File: src/rtl/rom_loader.sv
// Framed ROM image loader: SYNC, 16-bit word length, little-endian data words.
// Optional ROM_LOADER_CHECKSUM_EN adds a trailing XOR checksum byte.
module rom_loader #(
    parameter int          AW          = 12,
    parameter int          DW          = 32,
    parameter int          MAX_WORDS   = 4096,
    parameter logic [7:0]  SYNC_BYTE   = 8'hA5,
    parameter int          TIMEOUT_CYC = 1000000
) (
    input  logic          clk,
    input  logic          rst,
    input  logic          byte_valid_i,
    input  logic [7:0]    byte_i,
    output logic          byte_ready_o,
    output logic          rom_w_en_o,
    output logic [AW-1:0] rom_w_addr_o,
    output logic [DW-1:0] rom_w_data_o,
    output logic          cpu_hold_o,
    output logic          done_o,
    output logic          err_o,
    output logic [AW:0]   words_o
);
    typedef enum logic [2:0] {
        IDLE, LEN0, LEN1, DATA, DONE, ERR
`ifdef ROM_LOADER_CHECKSUM_EN
        , CSUM
`endif
    } state_t;

`ifdef ROM_LOADER_CHECKSUM_EN
    localparam state_t FIN = CSUM;
`else
    localparam state_t FIN = DONE;
`endif
    localparam logic [16:0] MAXW     = 17'(MAX_WORDS);
    localparam logic [31:0] TMO_LAST = 32'(TIMEOUT_CYC - 1);

    state_t        state_q, state_d;
    logic          ready_q;
    logic [15:0]   len_q, len_d;
    logic [1:0]    bcnt_q, bcnt_d;
    logic [23:0]   buf_q, buf_d;
    logic [AW:0]   words_q, words_d, w_next;
    logic          wen_q, wen_d;
    logic [AW-1:0] waddr_q, waddr_d;
    logic [DW-1:0] wdata_q, wdata_d;
    logic [31:0]   tmo_q, tmo_d;
    logic          done_q, done_d, err_q, err_d, hold_q, hold_d;
    logic          accept, active, tmo_fire;
`ifdef ROM_LOADER_CHECKSUM_EN
    logic [7:0]    csum_q, csum_d;
`endif

    always_ff @(posedge clk or posedge rst) begin
        if (rst) begin
            state_q <= IDLE;
            ready_q <= 1'b0;
            len_q   <= '0;
            bcnt_q  <= '0;
            buf_q   <= '0;
            words_q <= '0;
            wen_q   <= 1'b0;
            waddr_q <= '0;
            wdata_q <= '0;
            tmo_q   <= '0;
            done_q  <= 1'b0;
            err_q   <= 1'b0;
            hold_q  <= 1'b0;
`ifdef ROM_LOADER_CHECKSUM_EN
            csum_q  <= '0;
`endif
        end else begin
            state_q <= state_d;
            ready_q <= 1'b1;
            len_q   <= len_d;
            bcnt_q  <= bcnt_d;
            buf_q   <= buf_d;
            words_q <= words_d;
            wen_q   <= wen_d;
            waddr_q <= waddr_d;
            wdata_q <= wdata_d;
            tmo_q   <= tmo_d;
            done_q  <= done_d;
            err_q   <= err_d;
            hold_q  <= hold_d;
`ifdef ROM_LOADER_CHECKSUM_EN
            csum_q  <= csum_d;
`endif
        end
    end

    always_comb begin
        state_d = state_q;
        len_d   = len_q;
        bcnt_d  = bcnt_q;
        buf_d   = buf_q;
        words_d = words_q;
        wen_d   = 1'b0;
        waddr_d = waddr_q;
        wdata_d = wdata_q;
        tmo_d   = tmo_q;
        done_d  = done_q | (state_q == DONE);
        err_d   = err_q | (state_q == ERR);
        hold_d  = (state_q != IDLE) && (state_q != DONE);
`ifdef ROM_LOADER_CHECKSUM_EN
        csum_d  = csum_q;
`endif
        w_next  = words_q + 1'b1;
        accept  = byte_valid_i & ready_q;
        active  = (state_q != IDLE) && (state_q != DONE) && (state_q != ERR);
        // A byte landing on the expiry cycle wins over the timeout.
        tmo_fire = (TIMEOUT_CYC != 0) && active && !accept && (tmo_q == TMO_LAST);

        if (!active || accept)
            tmo_d = '0;
        else if (TIMEOUT_CYC != 0)
            tmo_d = tmo_q + 32'd1;

        case (state_q)
            LEN0: if (accept) begin
                len_d[7:0] = byte_i;
                state_d    = LEN1;
            end
            LEN1: if (accept) begin
                len_d[15:8] = byte_i;
                if ({byte_i, len_q[7:0]} == 16'd0)
                    state_d = FIN;
                else if ({1'b0, byte_i, len_q[7:0]} > MAXW)
                    state_d = ERR;
                else
                    state_d = DATA;
            end
            DATA: if (accept) begin
                bcnt_d = bcnt_q + 2'd1;
`ifdef ROM_LOADER_CHECKSUM_EN
                csum_d = csum_q ^ byte_i;
`endif
                case (bcnt_q)
                    2'd0: buf_d[7:0]   = byte_i;
                    2'd1: buf_d[15:8]  = byte_i;
                    2'd2: buf_d[23:16] = byte_i;
                    default: begin
                        wen_d   = 1'b1;
                        waddr_d = words_q[AW-1:0];
                        wdata_d = DW'({byte_i, buf_q});
                        words_d = w_next;
                        if (17'(w_next) == {1'b0, len_q})
                            state_d = FIN;
                    end
                endcase
            end
`ifdef ROM_LOADER_CHECKSUM_EN
            CSUM: if (accept)
                state_d = (byte_i == csum_q) ? DONE : ERR;
`endif
            default: if (accept && byte_i == SYNC_BYTE) begin
                state_d = LEN0;
                done_d  = 1'b0;
                err_d   = 1'b0;
                words_d = '0;
                bcnt_d  = '0;
`ifdef ROM_LOADER_CHECKSUM_EN
                csum_d  = '0;
`endif
            end
        endcase

        if (tmo_fire)
            state_d = ERR;
    end

    assign byte_ready_o = ready_q;
    assign rom_w_en_o   = wen_q;
    assign rom_w_addr_o = waddr_q;
    assign rom_w_data_o = wdata_q;
    assign cpu_hold_o   = hold_q;
    assign done_o       = done_q;
    assign err_o        = err_q;
    assign words_o      = words_q;
endmodule

File: config.mk
export PLATFORM = sky130hd
export DESIGN_NAME = rom_loader
export DESIGN_NICKNAME = d
export VERILOG_FILES = /design/src/rtl/rom_loader.sv
export SDC_FILE = /design/constraint.sdc
export NUM_CORES = 1
export LEC_CHECK = 0
export CAP_MARGIN = 20
export CORE_UTILIZATION = 32
export CTS_BUF_LIST = sky130_fd_sc_hd__clkbuf_16
export DETAILED_ROUTE_END_ITERATION = 16
export HOLD_SLACK_MARGIN = 0.03
export SLEW_MARGIN = 20
export SYNTH_ARGS = -nofsm -noshare
export SYNTH_HDL_FRONTEND = slang
export SYNTH_SLANG_ARGS = --single-unit
File: constraint.sdc
create_clock -name clk -period 4.95 [get_ports clk]
set_clock_uncertainty 0.1 [all_clocks]
set_input_delay 0.7425 -clock clk [delete_from_list [all_inputs] [get_ports clk]]
set_output_delay 0.7425 -clock clk [all_outputs]
set_load 0.02 [all_outputs]
Yosys cells after proc, flatten, opt, wreduce, memory -nomap -nowiden
Index checks and enable logic that the tools add are counted.
- equality and inequality tests: 19
- reductions and logical operators: 25
- bitwise operators: 5
- multiplexer cells: 25
- add/sub/neg operators: 3
- $lt $le $gt $ge: 1
- operators with widths (kind ; count):
    2-to-1 mux 13 bit ; 3
    adder 32 x 1 -> 32 bit (second input constant) ; 1
    == test 32 x 20 -> 1 bit (second input constant) ; 1
    2-to-1 mux 32 bit ; 1
    2-to-1 mux 3 bit ; 9
    case mux 13 bit (2 select lines) ; 1
    inequality test 3 bit (second input constant) ; 7
    == test 13 x 16 -> 1 bit ; 1
    greater-than comparator 16 x 13 -> 1 bit (second input constant) ; 1
    zero test 16 bit ; 1
    AND reduction 3 bit ; 5
    adder 13 x 1 -> 13 bit (second input constant) ; 1
    case mux 3 bit (3 select lines) ; 1
    == test 8 bit (second input constant) ; 1
    2-to-1 mux 1 bit ; 7
    == test 3 x 2 -> 1 bit (second input constant) ; 2
    == test 3 bit (second input constant) ; 2
    AND reduction 6 bit ; 1
    OR reduction 3 bit ; 2
    logical AND 1 bit ; 5
    nonzero test 5 bit ; 1
    2-to-1 mux 2 bit ; 2
    inequality test 2 bit (second input constant) ; 2
    case mux 2 bit (2 select lines) ; 1
    other kinds (15) ; 19
- register bits: 139
- word-level logic and storage cells: 94
- input port bits: 11
- output and inout port bits: 62

Logic depth before layout (Yosys ltp)
- depth after elaboration: 7
- mapped depth: 8
- gate-level depth less buffers: 7

Worst setup path after synthesis
Ideal clock, no wire load.
- path kind: input port to flip-flop
- start point: input byte_i[4]
- end point: register state_q[0]
- arrival time: 2.074 ns
- slack: 2.652 ns
- path buffers: 1
- stages on the path: 7
- library setup time: 0.124 ns
- cell sequence: buf_2 nor4b_2 and3_1 a21oi_1 nor4_2 nand3_1 o31a_1
- word-level cells in the longest chain between the ends: 5
- elaborated cells between the ends (all ways): 9
- those cells by class: eq/ne (1); mux (4); reduce/logical (4)
- RTL lines (item ; line ; RTL):
    start: declaration ; 13 ; input logic [7:0] byte_i,
    zero test 16 bit ; 126 ; if ({byte_i, len_q[7:0]} == 16'd0)
    2-to-1 mux 3 bit ; 126 ;
    2-to-1 mux 3 bit ; 124 ; LEN1: if (accept) begin
    case mux 3 bit (3 select lines) ; 119 ; case (state_q)
    2-to-1 mux 3 bit ; 168 ; if (tmo_fire)
    end signal: assignment ; 73 ; state_q <= state_d;
    end: declaration ; 38 ; state_t state_q, state_d;
Several ways; a longest one is shown, not always the timed one. The select of a mux whose other input is x is not followed.
A chain may end at the register's enable or synchronous reset.

Final worst setup path
- start point: input byte_valid_i
- end point: register words_q[9] (netlist: words_o[9])
- word-level cells in the longest chain between the ends: 4
- elaborated cells between the ends (all ways): 5
- those cells by class: eq/ne (1); bitwise (1); reduce/logical (3)
- RTL lines (item ; line ; RTL):
    start: declaration ; 12 ; input logic byte_valid_i,
    bitwise AND 1 bit * ; 109 ; accept = byte_valid_i & ready_q;
    logical AND 1 bit ; 156 ; default: if (accept && byte_i == SYNC_BYTE) begin
    nonzero test 2 bit (no source line) ; - ;
    AND reduction 4 bit (no source line) * ; - ;
    end signal: assignment ; 78 ; words_q <= words_d;
    end: declaration ; 43 ; logic [AW:0] words_q, words_d, w_next;
Every way passes the cells marked *; elsewhere a longest branch is shown, timed or not.

==> impl_metrics.py <==
metrics = {
    "timing": {
        "rsz0062_at_grt": "false",
        "tightestPinTransition_ns": 0.846,
        "clock.fmax_mhz": 335,
        "fin_ws_ns": 1.97,
        "relSlewSlack_pct": 43.6,
        "hold_viol_final": 0,
        "setup_viol": 0,
        "fin_setup_tns_ns": 0,
        "period_minus_slack_ns": 2.98,
        "drv_slew": 0,
        "period_share_pct": 60.3,
    },
    "clock_network": {
        "cts_sinks": 139,
        "tritoncts": "yes",
        "clock_path_buffers": 2,
        "numCtsBuffers": 17,
        "cts_setup_buffers": 0,
        "clockRootBuffer": "clkbuf_16",
        "cts_hold_buf": 0,
        "path_clk_slew_ns": 0.07,
        "h-tree-depth": 4,
        "cts_resized": 0,
        "clock_latency_ns": 0.43,
    },
    "die": {
        "initial_core_util_pct": 32.9,
        "core-area_um2": 19700,
        "ios": 73,
        "num_rows": 51,
        "dieArea_um2": 20800,
        "die_h_um": 144,
        "die_w_um": 144,
    },
    "worst_setup_path": {
        "r2r_slack_ns": 2.25,
        "timing.rr.start": "state_q[2]",
        "rr_endpoint": "words_o[9]",
        "crit_path_end_kind": "register",
        "crit_path_max_fanout": 63,
        "path_depth": 9,
        "critPathKind": "primary input to register",
        "startpoint": "byte_valid_i",
        "crit_required_ns": 5.18,
        "worstRegToRegCells": 8,
        "critical_path.cell_chain": "clkdlybuf4s50_1, and4b_1, nand3_2, buf_4, inv_2, buf_4, nand2_1, nand2_1, a21o_1",
        "setup.worst_path.end": "words_o[9]",
        "cp-start-kind": "primary input",
        "crit_buf_inv": 4,
        "crit_path_top_delay_cell": "buf_4",
        "cp_slowest_stage_delay_ns": 0.52,
        "critPathArrivalTime_ns": 3.21,
        "worst_path_dominant_cell_family": "buffers and inverters",
    },
    "global_route": {
        "first_global_vias": 4597,
        "grt_usage_pct": 15.3,
        "grt_overflow_total": 0,
        "antenna_found_initial": 0,
        "grt_pass1_wl_um": 24200,
        "grt_max_degree": 94,
    },
    "route": {
        "ant_nets": 0,
        "routed_wl_um": 14500,
        "drtIter0Drc": 288,
        "viasPerCell": 4.70,
        "dr_total_vias": 4651,
        "drt-pass1-iter-count": 4,
        "wl_per_cell_um": 14.6,
        "drc": 0,
    },
    "synthesis": {
        "synth-compound-area-share_pct": 5.93,
        "ys_warn_count": 0,
        "synth-adder-area-share_pct": 1.32,
        "synthSimpleGateAreaFrac_pct": 23.8,
        "synth_xor_area_share_pct": 5.70,
        "synth_top_family_by_area": "simple AND/OR/NAND/NOR gates",
        "async_reset_ff_share_pct": 100,
        "yosysTopAreaCellShare_pct": 53.9,
        "syn_nets": 661,
        "synth_area_per_cell_um2": 10.0,
        "synthMuxAreaShare_pct": 6.80,
        "syn_area_um2": 6460,
        "yosysTopAreaCell": "dfrtp_1",
        "synthFlopType": "dfrtp_1",
        "synth_edf_count": 0,
        "synth-seq-cells": 139,
        "yosysSeqAreaShare_pct": 53.9,
        "synth_cell_types": 61,
        "synthCells": 644,
        "synth_area_leaders": "dfrtp_1 54%, nand2_1 10%, mux2_2 6.8%, xnor2_1 3.1%, xor2_1 2.6%",
    },
    "place": {
        "post-place-ws_ns": 1.52,
        "place_inst": 958,
        "gp_congestion": 0.805,
        "dpl.hpwl_um": 9480,
        "port_buffers": 72,
    },
    "finish": {
        "layout-drive-gt1-share_pct": 13.9,
        "instances_no_fill": 990,
        "post-route-util_pct": 40.9,
        "mostFrequentLayoutCells": "179 x nand2_1, 139 x dfrtp_1, 72 x clkdlybuf4s50_1",
        "layout.nets": 729,
        "syn2layout_area_growth_pct": 24.5,
        "final_common_cell": "nand2_1",
        "diodes": 0,
    },
    "pwr": {
        "power_density_nw_per_um2": 339,
        "p_leak_nw": 3.73,
        "vdd_ir_drop_max_mv": 0.226,
        "power_w": 0.00273,
    },
    "job": {
        "maxCapViolations": 0,
    },
    "worst_hold_path": {
        "hp-start": "buf_q[14]",
        "hold_class": "register to register",
    },
    "status": {
        "status": "finished clean",
    },
}
## area by class of cell
class                           count  area, µm²
Clock inverter                     15        176
Tap cell                          265        332
Multi-Input combinational cell    466       2830
Clock buffer                       17        425
Fill cell                        1990      11600
Timing Repair Buffer               77        758
Sequential cell                   139       3480
Inverter                           11       46.3
## worst min-delay path, stage by stage (launching register included)
cell and delay (ns):
dfrtp_1 0.34, nand2_1 0.05, nand2_1 0.05
## logic make-up after synthesis
| group | after synthesis |
|---|---|
| and+or+nand+nor | 319 |
| xor gates and xnor gates | 42 |
| adders and majority gates | 7 |
| muxes | 39 |
| other | 1 |
| AOI/OAI and AO/OA | 58 |
| buffers and inverters | 39 |
| DFF | 139 |
## routing by layer
metal	GRT usage, %	vias to the layer above	wire length, µm
met3	4.14	10	446
met4	4.82	0	149
li1	-	2325	-
met2	23.7	63	6650
met1	20.8	2253	7230
met5	0	-	0
## registers in the layout, summed over array words and instances, names as in the netlist
name	flops
tmo_q	32
byte_ready_o	1
state_q	3
rom_w_data_o	32
cpu_hold_o	1
err_o	1
rom_w_en_o	1
len_q	16
buf_q	24
words_o	13
bcnt_q	2
rom_w_addr_o	12
done_o	1
## synth_stat cells, types with 3 or more instances
library cell    n
nand4_1         9
buf_2           6
nor4_1          8
a21oi_1         7
nor3_1          6
mux2_2         39
nor2b_1         3
ha_1            6
a31oi_1         3
or2_2           3
and3_1          7
nand2_1       179
o31ai_1         4
and2_1          3
clkbuf_1       18
xor2_1         19
nand3_1        27
o21ai_0        24
dfrtp_1       139
or3_1           6
inv_1          10
xnor2_1        23
and4_1          6
nor2_1         42
## power by group
part           switching, W  total [W]  internal [W]  leakage (nW)
combinational      0.000130   0.000215     0.0000849          1.52
sequential        0.0000438    0.00122       0.00118          1.91
clock              0.000567    0.00129      0.000721         0.292
## through the flow
step                hold slack (ns)  instance area [µm²]
floorplan                     0.333                 6460
global placement              0.344                 7440
detailed placement            0.349                 7440
CTS                           0.370                 8040
global route                  0.392                 8040
finish                        0.365                 8040
## worst min path at each step
stage,end,cells after the start
3_3_place_gp,rom_w_data_o[13],2
3_5_place_dp,rom_w_data_o[6],2
6_report,rom_w_data_o[14],2
2_1_floorplan,rom_w_data_o[0],2
4_1_cts,rom_w_data_o[14],2
5_1_grt,rom_w_data_o[2],2
(Power assumes the default switching activity.)
